**config.mk**
```make
export PLATFORM = sky130hd
export DESIGN_NAME = hazard_scoreboard
export DESIGN_NICKNAME = d
export VERILOG_FILES = /design/src/rtl/hazard_scoreboard.sv
export SDC_FILE = /design/constraint.sdc
export NUM_CORES = 1
export LEC_CHECK = 0
export ABC_AREA = 1
export CAP_MARGIN = 30
export CORE_MARGIN = 2
export CORE_UTILIZATION = 60
export CTS_BUF_LIST = sky130_fd_sc_hd__clkbuf_4 sky130_fd_sc_hd__clkbuf_8
export CTS_CLUSTER_SIZE = 24
export DETAILED_ROUTE_END_ITERATION = 8
export HOLD_SLACK_MARGIN = 0.12
export PLACE_DENSITY = 0.82
export SLEW_MARGIN = 10
export SYNTH_ARGS = -nofsm -noshare
export SYNTH_HDL_FRONTEND = slang
export SYNTH_SLANG_ARGS = --single-unit
```
**constraint.sdc**
```tcl
create_clock -name clk -period 4.5 [get_ports clk]
set_input_delay 0.9 -clock clk [delete_from_list [all_inputs] [get_ports clk]]
set_output_delay 0.9 -clock clk [all_outputs]
set_load 0.005 [all_outputs]
```
**src/rtl/hazard_scoreboard.sv**
```systemverilog
// rtl/hazard_scoreboard.sv - ID-stage hazard scoreboard with per-register Tnew countdown and MDU busy counter
module hazard_scoreboard #(
  parameter int NREG       = 32,
  parameter int AW         = 5,
  parameter int TW         = 2,
  parameter int MUL_CYCLES = 5,
  parameter int DIV_CYCLES = 10
) (
  input  logic          clk,
  input  logic          reset,
  input  logic          id_valid,
  input  logic [AW-1:0] id_rs,
  input  logic [AW-1:0] id_rt,
  input  logic          id_use_rs,
  input  logic          id_use_rt,
  input  logic [TW-1:0] id_tuse_rs,
  input  logic [TW-1:0] id_tuse_rt,
  input  logic          id_wr_en,
  input  logic [AW-1:0] id_wr_addr,
  input  logic [TW-1:0] id_tnew,
  input  logic          id_is_md,
  input  logic          id_md_div,
  input  logic          id_is_hilo,
  input  logic          flush,
  output logic          stall,
  output logic          issue,
  output logic          md_busy,
  output logic          pend_any
);

  // Entry 0 is never stored, so register 0 always reads back as ready.
  logic [TW-1:0] cnt [1:NREG-1];
  logic [7:0]    md_cnt;

  logic [TW-1:0] cnt_rs;
  logic [TW-1:0] cnt_rt;
  logic          haz_rs;
  logic          haz_rt;
  logic          haz_md;
  logic          alloc;

  always_comb begin
    cnt_rs   = '0;
    cnt_rt   = '0;
    pend_any = 1'b0;
    for (int i = 1; i < NREG; i++) begin
      if (id_rs == AW'(i)) cnt_rs = cnt[i];
      if (id_rt == AW'(i)) cnt_rt = cnt[i];
      pend_any = pend_any | (cnt[i] != '0);
    end
  end

  assign md_busy = (md_cnt != 8'd0);
  assign haz_rs  = id_use_rs & (id_rs != '0) & (cnt_rs > id_tuse_rs);
  assign haz_rt  = id_use_rt & (id_rt != '0) & (cnt_rt > id_tuse_rt);
  assign haz_md  = (id_is_md | id_is_hilo) & md_busy;
  assign stall   = id_valid & ~flush & (haz_rs | haz_rt | haz_md);
  assign issue   = id_valid & ~flush & ~stall;
  assign alloc   = issue & id_wr_en & (id_wr_addr != '0);

  // A fresh allocation wins over the drain of the same entry.
  always_ff @(posedge clk) begin
    for (int i = 1; i < NREG; i++) begin
      if (reset) begin
        cnt[i] <= '0;
      end else if (alloc && (id_wr_addr == AW'(i))) begin
        cnt[i] <= id_tnew;
      end else if (cnt[i] != '0) begin
        cnt[i] <= cnt[i] - 1'b1;
      end
    end
  end

  always_ff @(posedge clk) begin
    if (reset) begin
      md_cnt <= 8'd0;
    end else if (issue && id_is_md) begin
      md_cnt <= id_md_div ? 8'(DIV_CYCLES) : 8'(MUL_CYCLES);
    end else if (md_cnt != 8'd0) begin
      md_cnt <= md_cnt - 8'd1;
    end
  end

endmodule

```
==> flow_results.xml, run 1 <==
<?xml version="1.0" encoding="UTF-8"?>
<metrics>
  <group name="status">
    <metric name="status" unit="">did not finish</metric>
    <metric name="last_stage_reached" unit="">5_1_grt</metric>
    <metric name="tool.error" unit="">[ERROR GRT-0232] Routing congestion too high. Check the congestion heatmap in the GUI.</metric>
  </group>
  <group name="synth">
    <metric name="synth_edf_count" unit="">62</metric>
    <metric name="synth_warnings" unit="">0</metric>
    <metric name="syn_inst" unit="">830</metric>
    <metric name="synthesis.area" unit="µm²">6020</metric>
    <metric name="post-synth-top-count-cell" unit="">nand2_1</metric>
    <metric name="synth_top_area_cells" unit="">edfxtp_1 (31%), nand2_1 (11%), nand3_1 (9.3%), o32ai_1 (7.9%), inv_1 (7.5%)</metric>
    <metric name="ys.flop_type" unit="">edfxtp_1</metric>
    <metric name="postSynthRegisterBits" unit="">70</metric>
    <metric name="seq_area_frac_synth" unit="%">33.6</metric>
    <metric name="netlist-cell-type-count" unit="">40</metric>
    <metric name="post_synth.cell_area_avg" unit="µm²">7.26</metric>
    <metric name="synthesis.nets" unit="">897</metric>
    <metric name="yosys.area.top_type" unit="">edfxtp_1</metric>
    <metric name="share_of_synthesized_flip_flops_with_an_asynchronous_set_or_reset" unit="%">0</metric>
    <metric name="yosys.area.top_type_share" unit="%">30.9</metric>
    <metric name="synthTopCellsByCount" unit="">nand2_1 (173), inv_1 (121), nand3_1 (112)</metric>
  </group>
  <group name="clocking">
    <metric name="ctsHoldBuffers" unit="">0</metric>
    <metric name="cts_root_buf" unit="">clkbuf_8</metric>
    <metric name="clock_sinks" unit="">70</metric>
    <metric name="clk_path_buf_depth" unit="">2</metric>
    <metric name="cts-htree-levels" unit="">3</metric>
    <metric name="cts-buffers-inserted" unit="">9</metric>
  </group>
  <group name="placement">
    <metric name="placement.io_buffers" unit="">34</metric>
    <metric name="placed_cell_areas" unit="µm²">7090</metric>
    <metric name="place.gp.congestion" unit="">1.07</metric>
    <metric name="place_hpwl" unit="mm">17.0</metric>
  </group>
  <group name="floorplanning">
    <metric name="chipHeight" unit="µm">104</metric>
    <metric name="io_pins" unit="">35</metric>
    <metric name="core.rowCount" unit="">36</metric>
    <metric name="die_width" unit="µm">104</metric>
    <metric name="initial_utilization" unit="%">61.6</metric>
  </group>
  <group name="sta">
    <metric name="worst-ep-kind" unit="">top-level output</metric>
    <metric name="crit_endpoint" unit="">stall</metric>
  </group>
  <group name="grt">
    <metric name="grt_start_max_net_pins" unit="">52</metric>
    <metric name="globalRouteOverflowTotal" unit="">54</metric>
    <metric name="grt_util_all_layers" unit="%">73.3</metric>
  </group>
</metrics>
## per-layer routing
metal | GRT usage, % | GRT overflow
met1 | 71.7 | 0
met3 | 60.0 | 1
met2 | 90.2 | 22
met4 | 74.5 | 31
met5 | 17.6 | 0
## through the flow
| stage | worst slack [ns] | cells | TNS, ns | util [%] |
|---|---|---|---|---|
| after global placement | -1.22 | 1049 | -105.66 | 71.9 |
| after CTS | -0.357 | 1096 | -11.89 | 88.1 |
| after detailed placement | -1.25 | 1051 | -116.88 | 72.5 |
| after floorplan | 0.242 | 830 | 0 | - |
## kinds of logic after synthesis
kind of cell             after synthesis  synth area share (%)
AND/OR/NAND/NOR                      449                  34.4
buffers and inverters                164                  10.9
XOR/XNOR                               5                 0.727
flip-flops                            70                  33.6
AO/OA/AOI/OAI                        106                  12.9
adder cells (fa/ha/maj)               36                  7.48
## what timing repair did
action / 4_1_cts
hold endpoints to repair: 0
cloned: 4
endpoints found under the setup margin: 131
setup buffers: 28
pin swaps: 64
resized for setup: 283
==> run 2: changes to the inputs <==
--- a/config.mk
+++ b/config.mk
@@ -8,12 +8,9 @@
 export ABC_AREA = 1
 export CAP_MARGIN = 30
 export CORE_MARGIN = 2
-export CORE_UTILIZATION = 60
-export CTS_BUF_LIST = sky130_fd_sc_hd__clkbuf_4 sky130_fd_sc_hd__clkbuf_8
-export CTS_CLUSTER_SIZE = 24
+export CORE_UTILIZATION = 40
 export DETAILED_ROUTE_END_ITERATION = 8
-export HOLD_SLACK_MARGIN = 0.12
-export PLACE_DENSITY = 0.82
+export PLACE_DENSITY_LB_ADDON = 0.15
 export SLEW_MARGIN = 10
 export SYNTH_ARGS = -nofsm -noshare
 export SYNTH_HDL_FRONTEND = slang
==> run 2 against run 1 <==
The flow now finishes, with violations (setup timing). Synthesized cell count unchanged. Area after synthesis did not move.
==> flow_results.xml, run 2 <==
<?xml version="1.0" encoding="UTF-8"?>
<metrics>
  <group name="floorplanning">
    <metric name="die_width" unit="µm">127</metric>
    <metric name="chipHeight" unit="µm">127</metric>
    <metric name="design.core.area" unit="µm²">14600</metric>
    <metric name="total_die_area" unit="µm²">16100</metric>
    <metric name="core.rowCount" unit="">44</metric>
    <metric name="initial_utilization" unit="%">41.1</metric>
    <metric name="io_pins" unit="">35</metric>
  </group>
  <group name="sta">
    <metric name="slew_headroom" unit="%">36.9</metric>
    <metric name="finalHoldViolations" unit="">0</metric>
    <metric name="fin_ws" unit="ns">-0.230</metric>
    <metric name="rsz0062_at_grt" unit="">yes</metric>
    <metric name="maxSlewViolCount" unit="">0</metric>
    <metric name="final.setup.tns" unit="ns">-3.49</metric>
    <metric name="final-setup-viol-count" unit="">76</metric>
    <metric name="fin_crit_sh" unit="%">105</metric>
    <metric name="worst-slew-pin-transition" unit="ns">0.945</metric>
    <metric name="post-route-min-period" unit="ns">4.73</metric>
    <metric name="achievable-frequency" unit="MHz">211</metric>
    <metric name="fin_skew" unit="ns">0.00991</metric>
  </group>
  <group name="setup_path">
    <metric name="worst-endpoint-arrival" unit="ns">3.83</metric>
    <metric name="r2r-start" unit="">cnt[0][7]</metric>
    <metric name="startpoint_type" unit="">primary input</metric>
    <metric name="worstSetupEndpointType" unit="">primary output</metric>
    <metric name="worstPathMaxFanout" unit="">4</metric>
    <metric name="critical_path_depth" unit="">27</metric>
    <metric name="cp_data_required_time" unit="ns">3.60</metric>
    <metric name="setup_cp_type" unit="">primary input to primary output</metric>
    <metric name="worst_setup_path_endpoint" unit="">stall</metric>
    <metric name="cp.buffers_inverters" unit="">6</metric>
    <metric name="path_delay_family" unit="">simple AND/OR/NAND/NOR gates</metric>
    <metric name="highest_delay_cell_along_the_critical_path" unit="">ha_1</metric>
    <metric name="critical_path.reg2reg.endpoint" unit="">cnt[0][15]</metric>
    <metric name="worst-r2r-cell-count" unit="">33</metric>
    <metric name="timing.critical_path.slowest_cell_delay" unit="ns">0.31</metric>
    <metric name="slack_of_the_worst_reg_to_reg_path" unit="ns">0.13</metric>
    <metric name="most_prevalent_standard_cell_on_the_critical_path" unit="">nand4_1</metric>
    <metric name="worstSetupStartpoint" unit="">id_rs[3]</metric>
  </group>
  <group name="clocking">
    <metric name="cts-buffers-inserted" unit="">9</metric>
    <metric name="cts_root_buf" unit="">clkbuf_16</metric>
    <metric name="clock_sinks" unit="">70</metric>
    <metric name="clkTransAtPathRegs" unit="ns">0.06</metric>
    <metric name="clk_path_buf_depth" unit="">2</metric>
    <metric name="ctsHoldBuffers" unit="">0</metric>
    <metric name="clk-insertion-delay-late" unit="ns">0.35</metric>
    <metric name="cts-htree-levels" unit="">3</metric>
    <metric name="tritoncts" unit="">built</metric>
  </group>
  <group name="final_layout">
    <metric name="top_regs" unit="">cnt (62), md_cnt (8)</metric>
    <metric name="final_layout_size_suffix_gt1_share" unit="%">38.1</metric>
    <metric name="ant_diodes" unit="">0</metric>
    <metric name="max_ffs_per_register" unit="">62</metric>
    <metric name="layout.cells.most_common" unit="">nand2_1</metric>
    <metric name="sequential_cell_area" unit="µm²">2020</metric>
    <metric name="layout.nets" unit="">1031</metric>
    <metric name="layout.cells.most_common_list" unit="">nand2_1 (134), inv_1 (111), buf_4 (95), nor2_1 (67), edfxtp_1 (62)</metric>
    <metric name="flow.area_growth_from_synthesis" unit="%">56.6</metric>
    <metric name="multi_input_area" unit="µm²">4920</metric>
    <metric name="final_area" unit="µm²">9430</metric>
    <metric name="regMostFlops" unit="">cnt</metric>
    <metric name="filler_cell_count" unit="">1159</metric>
  </group>
  <group name="synth">
    <metric name="seq_area_frac_synth" unit="%">33.6</metric>
    <metric name="postSynthRegisterBits" unit="">70</metric>
    <metric name="synth_top_area_cells" unit="">edfxtp_1 (31%), nand2_1 (11%), nand3_1 (9.3%), o32ai_1 (7.9%), inv_1 (7.5%)</metric>
    <metric name="post-synth-top-count-cell" unit="">nand2_1</metric>
    <metric name="synthesis.area" unit="µm²">6020</metric>
    <metric name="post_synth.cell_area_avg" unit="µm²">7.26</metric>
    <metric name="share_of_synthesized_flip_flops_with_an_asynchronous_set_or_reset" unit="%">0</metric>
    <metric name="netlist-cell-type-count" unit="">40</metric>
    <metric name="synthesis.nets" unit="">897</metric>
    <metric name="synthTopCellsByCount" unit="">nand2_1 (173), inv_1 (121), nand3_1 (112)</metric>
    <metric name="ys.flop_type" unit="">edfxtp_1</metric>
    <metric name="synth_warnings" unit="">0</metric>
    <metric name="synth_edf_count" unit="">62</metric>
    <metric name="yosys.area.top_type_share" unit="%">30.9</metric>
    <metric name="syn_inst" unit="">830</metric>
    <metric name="yosys.area.top_type" unit="">edfxtp_1</metric>
  </group>
  <group name="grt">
    <metric name="grt_start_max_net_pins" unit="">48</metric>
    <metric name="grt_util_all_layers" unit="%">29.2</metric>
    <metric name="grt_first_pass_wirelength" unit="mm">36.1</metric>
    <metric name="globalRouteOverflowTotal" unit="">0</metric>
    <metric name="antenna_found_initial" unit="">0</metric>
    <metric name="vias_in_the_first_global_route" unit="">6682</metric>
  </group>
  <group name="route">
    <metric name="via_per_inst" unit="">6.13</metric>
    <metric name="detailedRoute.firstPassIterationCount" unit="">5</metric>
    <metric name="avgRoutedWirePerCell" unit="µm">21.5</metric>
    <metric name="post-route-drc-count" unit="">0</metric>
    <metric name="initialDrtViolationCount" unit="">692</metric>
    <metric name="route.antenna.remaining_nets" unit="">0</metric>
    <metric name="dr_total_vias" unit="">7068</metric>
    <metric name="routed_wirelength" unit="mm">24.8</metric>
  </group>
  <group name="power">
    <metric name="power_per_cell_area" unit="nW/µm²">452</metric>
    <metric name="power.static_leakage" unit="µW">0.00352</metric>
    <metric name="vdd_ir_drop_max" unit="mV">0.246</metric>
  </group>
  <group name="placement">
    <metric name="placement.setup.worst_slack" unit="ns">-1.25</metric>
    <metric name="placement.io_buffers" unit="">34</metric>
    <metric name="place.gp.congestion" unit="">1.06</metric>
    <metric name="placed_cell_areas" unit="µm²">7130</metric>
    <metric name="place_hpwl" unit="mm">17.0</metric>
  </group>
  <group name="status">
    <metric name="status" unit="">complete, but fails checks</metric>
    <metric name="failed_checks" unit="">setup timing</metric>
  </group>
  <group name="run">
    <metric name="max_cap_violations" unit="">0</metric>
  </group>
  <group name="hold_path">
    <metric name="timing.hold.worst.start" unit="">md_cnt[1]</metric>
    <metric name="worstHoldPathType" unit="">flip-flop to flip-flop</metric>
  </group>
</metrics>
==> run 2: worst min path at each step <==
stage	cells after the start	slack [ns]	to
after CTS	2	0.50	md_cnt[1]
after global placement	1	0.48	md_cnt[4]
after global routing	1	0.53	md_cnt[4]
after detailed placement	2	0.49	md_cnt[1]
final	2	0.51	md_cnt[1]
after floorplan	1	0.46	md_cnt[4]
==> run 2: logic make-up (layout without fill, tap and decap cells) <==
| group | Yosys count | after routing | share of synthesized area (%) |
|---|---|---|---|
| simple gates | 449 | 450 | 34.4 |
| fa+ha+maj | 36 | 36 | 7.48 |
| compound gates | 106 | 106 | 12.9 |
| buf+inv | 164 | 302 | 10.9 |
| xor+xnor | 5 | 5 | 0.727 |
| flops | 70 | 70 | 33.6 |
==> run 2: repair_timing <==
item | 4_1_cts | 5_1_grt
setup buffers | 22 | 8
cloned | 4 | 2
gates resized for setup | 274 | 135
setup endpoints to repair | 131 | 128
pin swaps | 57 | 61
==> run 2: layout make-up <==
cell class	instances	area share [%]
clock inverter	5	0.531
timing repair buffer	156	15.6
tap	184	2.44
multi-input combinational	597	52.2
clock buffer	11	2.47
inverter	130	5.35
sequential	70	21.4
==> run 2: through the flow <==
stage | util, % | hold slack [ns] | std cells | total power, µW
after detailed placement | 48.7 | 0.487 | 1103 | 2920
after floorplan | - | 0.459 | 830 | 2280
after global placement | 48.7 | 0.475 | 1103 | 2850
after global routing | 64.4 | 0.532 | 1153 | 4450
after CTS | 59.4 | 0.503 | 1144 | 3870
final | 64.4 | 0.511 | 1153 | 4260
==> run 2: metal layers <==
| layer | GRT usage [%] | part of all wire, % |
|---|---|---|
| met5 | 0 | 0 |
| met2 | 47.6 | 47 |
| met4 | 10.3 | 4.3 |
| met3 | 5.06 | 8.4 |
| met1 | 39.2 | 40 |
==> run 2: worst reg2reg max path: cells and delay by family, from the launching register on <==
kind | cells | cell delay (ns)
buffers and inverters | 8 | 0.90
AOI/OAI and AO/OA | 5 | 0.82
and+or+nand+nor | 19 | 1.70
DFF | 1 | 0.38
adders and majority gates | 1 | 0.30
==> run 2: power by group <==
group / internal (µW) / total (µW) / switching [µW]
sequential: 1100 / 1420 / 323
combinational: 898 / 2120 / 1220
clock: 425 / 719 / 294
total: 2420 / 4260 / 1840
Note: power is estimated with default switching activity, not from simulation.
==> run 3: changes to the inputs <==
--- a/config.mk
+++ b/config.mk
@@ -9,6 +9,7 @@
 export CAP_MARGIN = 30
 export CORE_MARGIN = 2
 export CORE_UTILIZATION = 40
+export CTS_CLUSTER_DIAMETER = 120
 export DETAILED_ROUTE_END_ITERATION = 8
 export PLACE_DENSITY_LB_ADDON = 0.15
 export SLEW_MARGIN = 10
==> constraint.sdc (replaced) <==
create_clock -name clk -period 5.52 [get_ports clk]
set_input_delay 1.104 -clock clk [delete_from_list [all_inputs] [get_ports clk]]
set_output_delay 1.104 -clock clk [all_outputs]
set_load 0.005 [all_outputs]
==> run 3 against run 2 <==
The run now ends clean. Total power fell by 31%. Die area did not move. Clock-buffer cell count fell by 1. Clock skew fell by 0.0010 ns. Sequential power fell by 20%. Clock power fell by 18%. Combinational power fell by 42%. Sequential cell count did not move. Final cell count fell by 3.3%. Critical path depth did not move. Register-to-register slack improved by 1.1 ns.
==> flow_results.xml, run 3 (synthesis gave the netlist of run 2 again) <==
<?xml version="1.0" encoding="UTF-8"?>
<metrics>
  <group name="final_layout">
    <metric name="top_regs" unit="">cnt (62), md_cnt (8)</metric>
    <metric name="max_ffs_per_register" unit="">62</metric>
    <metric name="layout.cells.most_common" unit="">nand2_1</metric>
    <metric name="layout.nets" unit="">995</metric>
    <metric name="filler_cell_count" unit="">1440</metric>
    <metric name="regMostFlops" unit="">cnt</metric>
    <metric name="ant_diodes" unit="">0</metric>
    <metric name="final_layout_size_suffix_gt1_share" unit="%">17.5</metric>
    <metric name="layout.cells.most_common_list" unit="">nand2_1 (169), inv_1 (117), nand3_1 (109), buf_4 (82), nor2_1 (72)</metric>
    <metric name="flow.area_growth_from_synthesis" unit="%">24.7</metric>
  </group>
  <group name="hold_path">
    <metric name="hold_path_depth" unit="">1</metric>
    <metric name="timing.hold.worst.start" unit="">md_cnt[4]</metric>
    <metric name="worstHoldPathType" unit="">flip-flop to flip-flop</metric>
    <metric name="timing.hold.worst_endpoint" unit="">md_cnt[4]</metric>
  </group>
  <group name="floorplanning">
    <metric name="initial_utilization" unit="%">41.1</metric>
    <metric name="design.core.area" unit="µm²">14600</metric>
    <metric name="total_die_area" unit="µm²">16100</metric>
    <metric name="io_pins" unit="">35</metric>
    <metric name="chipHeight" unit="µm">127</metric>
    <metric name="core.rowCount" unit="">44</metric>
    <metric name="die_width" unit="µm">127</metric>
  </group>
  <group name="route">
    <metric name="initialDrtViolationCount" unit="">629</metric>
    <metric name="dr_total_vias" unit="">6629</metric>
    <metric name="detailedRoute.firstPassIterationCount" unit="">6</metric>
    <metric name="via_per_inst" unit="">5.95</metric>
    <metric name="post-route-drc-count" unit="">0</metric>
    <metric name="routed_wirelength" unit="mm">22.3</metric>
    <metric name="avgRoutedWirePerCell" unit="µm">20.0</metric>
    <metric name="route.antenna.remaining_nets" unit="">0</metric>
  </group>
  <group name="sta">
    <metric name="finalHoldViolations" unit="">0</metric>
    <metric name="fin_skew" unit="ns">0.00890</metric>
    <metric name="fin_crit_sh" unit="%">95.8</metric>
    <metric name="final-setup-viol-count" unit="">0</metric>
    <metric name="slew_headroom" unit="%">50.5</metric>
    <metric name="rsz0062_at_grt" unit="">no</metric>
    <metric name="post-route-min-period" unit="ns">5.29</metric>
    <metric name="maxSlewViolCount" unit="">0</metric>
    <metric name="worst-slew-pin-transition" unit="ns">0.737</metric>
    <metric name="fin_ws" unit="ns">0.234</metric>
    <metric name="final.setup.tns" unit="ns">0</metric>
    <metric name="achievable-frequency" unit="MHz">189</metric>
  </group>
  <group name="grt">
    <metric name="grt_first_pass_wirelength" unit="mm">34.4</metric>
    <metric name="vias_in_the_first_global_route" unit="">6189</metric>
    <metric name="grt_start_max_net_pins" unit="">66</metric>
    <metric name="globalRouteOverflowTotal" unit="">0</metric>
    <metric name="grt_util_all_layers" unit="%">27.8</metric>
    <metric name="antenna_found_initial" unit="">0</metric>
  </group>
  <group name="power">
    <metric name="power_switching" unit="µW">1210</metric>
    <metric name="sequentialPowerShare" unit="%">38.5</metric>
    <metric name="vdd_ir_drop_max" unit="mV">0.172</metric>
    <metric name="power_per_cell_area" unit="nW/µm²">392</metric>
    <metric name="power_frac_clock" unit="%">20.0</metric>
    <metric name="p_comb_share" unit="%">41.5</metric>
    <metric name="switching_power_share_of_the_total" unit="%">41.3</metric>
    <metric name="report.power.total" unit="µW">2940</metric>
    <metric name="power.static_leakage" unit="µW">0.00304</metric>
    <metric name="p_int" unit="µW">1730</metric>
  </group>
  <group name="status">
    <metric name="status" unit="">complete, no violations</metric>
  </group>
  <group name="clocking">
    <metric name="cts-buffers-inserted" unit="">9</metric>
    <metric name="tritoncts" unit="">built</metric>
    <metric name="clk-insertion-delay-late" unit="ns">0.36</metric>
    <metric name="clock_sinks" unit="">70</metric>
    <metric name="ctsHoldBuffers" unit="">0</metric>
    <metric name="cts-htree-levels" unit="">3</metric>
    <metric name="clk_path_buf_depth" unit="">2</metric>
    <metric name="cts_root_buf" unit="">clkbuf_16</metric>
    <metric name="clkTransAtPathRegs" unit="ns">0.05</metric>
  </group>
  <group name="setup_path">
    <metric name="worstSetupEndpointType" unit="">primary output</metric>
    <metric name="critical_path.reg2reg.endpoint" unit="">cnt[0][9]</metric>
    <metric name="setup_cp_type" unit="">primary input to primary output</metric>
    <metric name="worstSetupStartpoint" unit="">id_rs[1]</metric>
    <metric name="critical_path_depth" unit="">27</metric>
    <metric name="worst-r2r-cell-count" unit="">30</metric>
    <metric name="worst-endpoint-arrival" unit="ns">4.18</metric>
    <metric name="startpoint_type" unit="">primary input</metric>
    <metric name="worstPathMaxFanout" unit="">4</metric>
    <metric name="path_delay_family" unit="">simple AND/OR/NAND/NOR gates</metric>
    <metric name="slack_of_the_worst_reg_to_reg_path" unit="ns">1.21</metric>
    <metric name="timing.critical_path.slowest_cell_delay" unit="ns">0.31</metric>
    <metric name="cp_data_required_time" unit="ns">4.42</metric>
    <metric name="cp.buffers_inverters" unit="">5</metric>
    <metric name="highest_delay_cell_along_the_critical_path" unit="">ha_1</metric>
    <metric name="r2r-start" unit="">cnt[0][5]</metric>
    <metric name="most_prevalent_standard_cell_on_the_critical_path" unit="">nand4_1</metric>
  </group>
  <group name="placement">
    <metric name="place_hpwl" unit="mm">17.3</metric>
    <metric name="placement.setup.worst_slack" unit="ns">-0.691</metric>
    <metric name="place.gp.congestion" unit="">1.05</metric>
    <metric name="placement.io_buffers" unit="">34</metric>
  </group>
  <group name="run">
    <metric name="max_cap_violations" unit="">0</metric>
  </group>
</metrics>
run 3: changes by cell type in the layout (fill, tap and decap cells not counted), moves of 6 or more:
cell and change:
nand3_1 +71, nand2_2 -8, nor2_4 -9, o32ai_1 +46, o32ai_2 -45, nand2_1 +35, buf_6 -20, nand2_4 -26
buf_4 -13, nand3_4 -60, inv_1 +6, nand3_2 -11
run 3: layout make-up:
class | instances | area [µm²] | share of cell area, %
Multi-Input combinational cell | 596 | 3480 | 46.4
Timing Repair Buffer | 121 | 1010 | 13.4
Sequential cell | 70 | 2020 | 26.9
Clock inverter | 4 | 50.0 | 0.666
Clock buffer | 10 | 229 | 3.05
Inverter | 130 | 489 | 6.51
Tap cell | 184 | 230 | 3.07
run 3: stage by stage:
step / area (µm²) / std cells / util [%] / hold WS [ns]
global route: 7510 / 1115 / 51.3 / 0.531
CTS: 7490 / 1114 / 51.1 / 0.484
global placement: 7080 / 1096 / 48.3 / 0.471
detailed placement: 7080 / 1096 / 48.3 / 0.479
floorplan: 6020 / 830 / - / 0.459
finish: 7510 / 1115 / 51.3 / 0.482
run 3: layer usage:
layer / vias to the layer above / share of wire, % / wire length, µm / GRT usage [%]
li1: 3123 / - / - / -
met1: 3122 / 44 / 9890 / 39.0
met2: 344 / 45 / 9970 / 44.0
met3: 40 / 8.4 / 1860 / 4.26
met4: 0 / 2.5 / 552 / 9.83
met5: - / 0 / 0 / 0
run 3: power by group through the flow:
| stage | sequential, µW | combinational [µW] | clock (µW) |
|---|---|---|---|
| 6_report | 1130 | 1220 | 589 |
| 5_1_grt | 1160 | 1370 | 607 |
| 4_1_cts | 1120 | 1200 | 588 |
| 3_3_place_gp | 1130 | 1140 | 0 |
| 2_1_floorplan | 1020 | 840 | 0 |
| 3_5_place_dp | 1130 | 1180 | 0 |
run 3: worst max-delay path by stage:
stage / end / slack, ns
floorplan: stall / 0.85
global placement: stall / -0.74
detailed placement: stall / -0.69
CTS: stall / 0.09
global route: stall / 0.004
finish: stall / 0.23
run 3: what timing repair did:
action	in CTS	in global routing
pin swaps	12	17
resized for setup	65	17
setup endpoints to repair	2	2
buffers inserted	4	0
endpoints found under the hold margin	0	0
run 3: worst reg2reg max path: cells and delay by family, from the launching register on:
kind,cells,cell delay [ns]
AOI/OAI and AO/OA,5,0.82
adders and majority gates,1,0.30
buffers and inverters,5,0.62
DFF,1,0.46
and+or+nand+nor,19,1.90
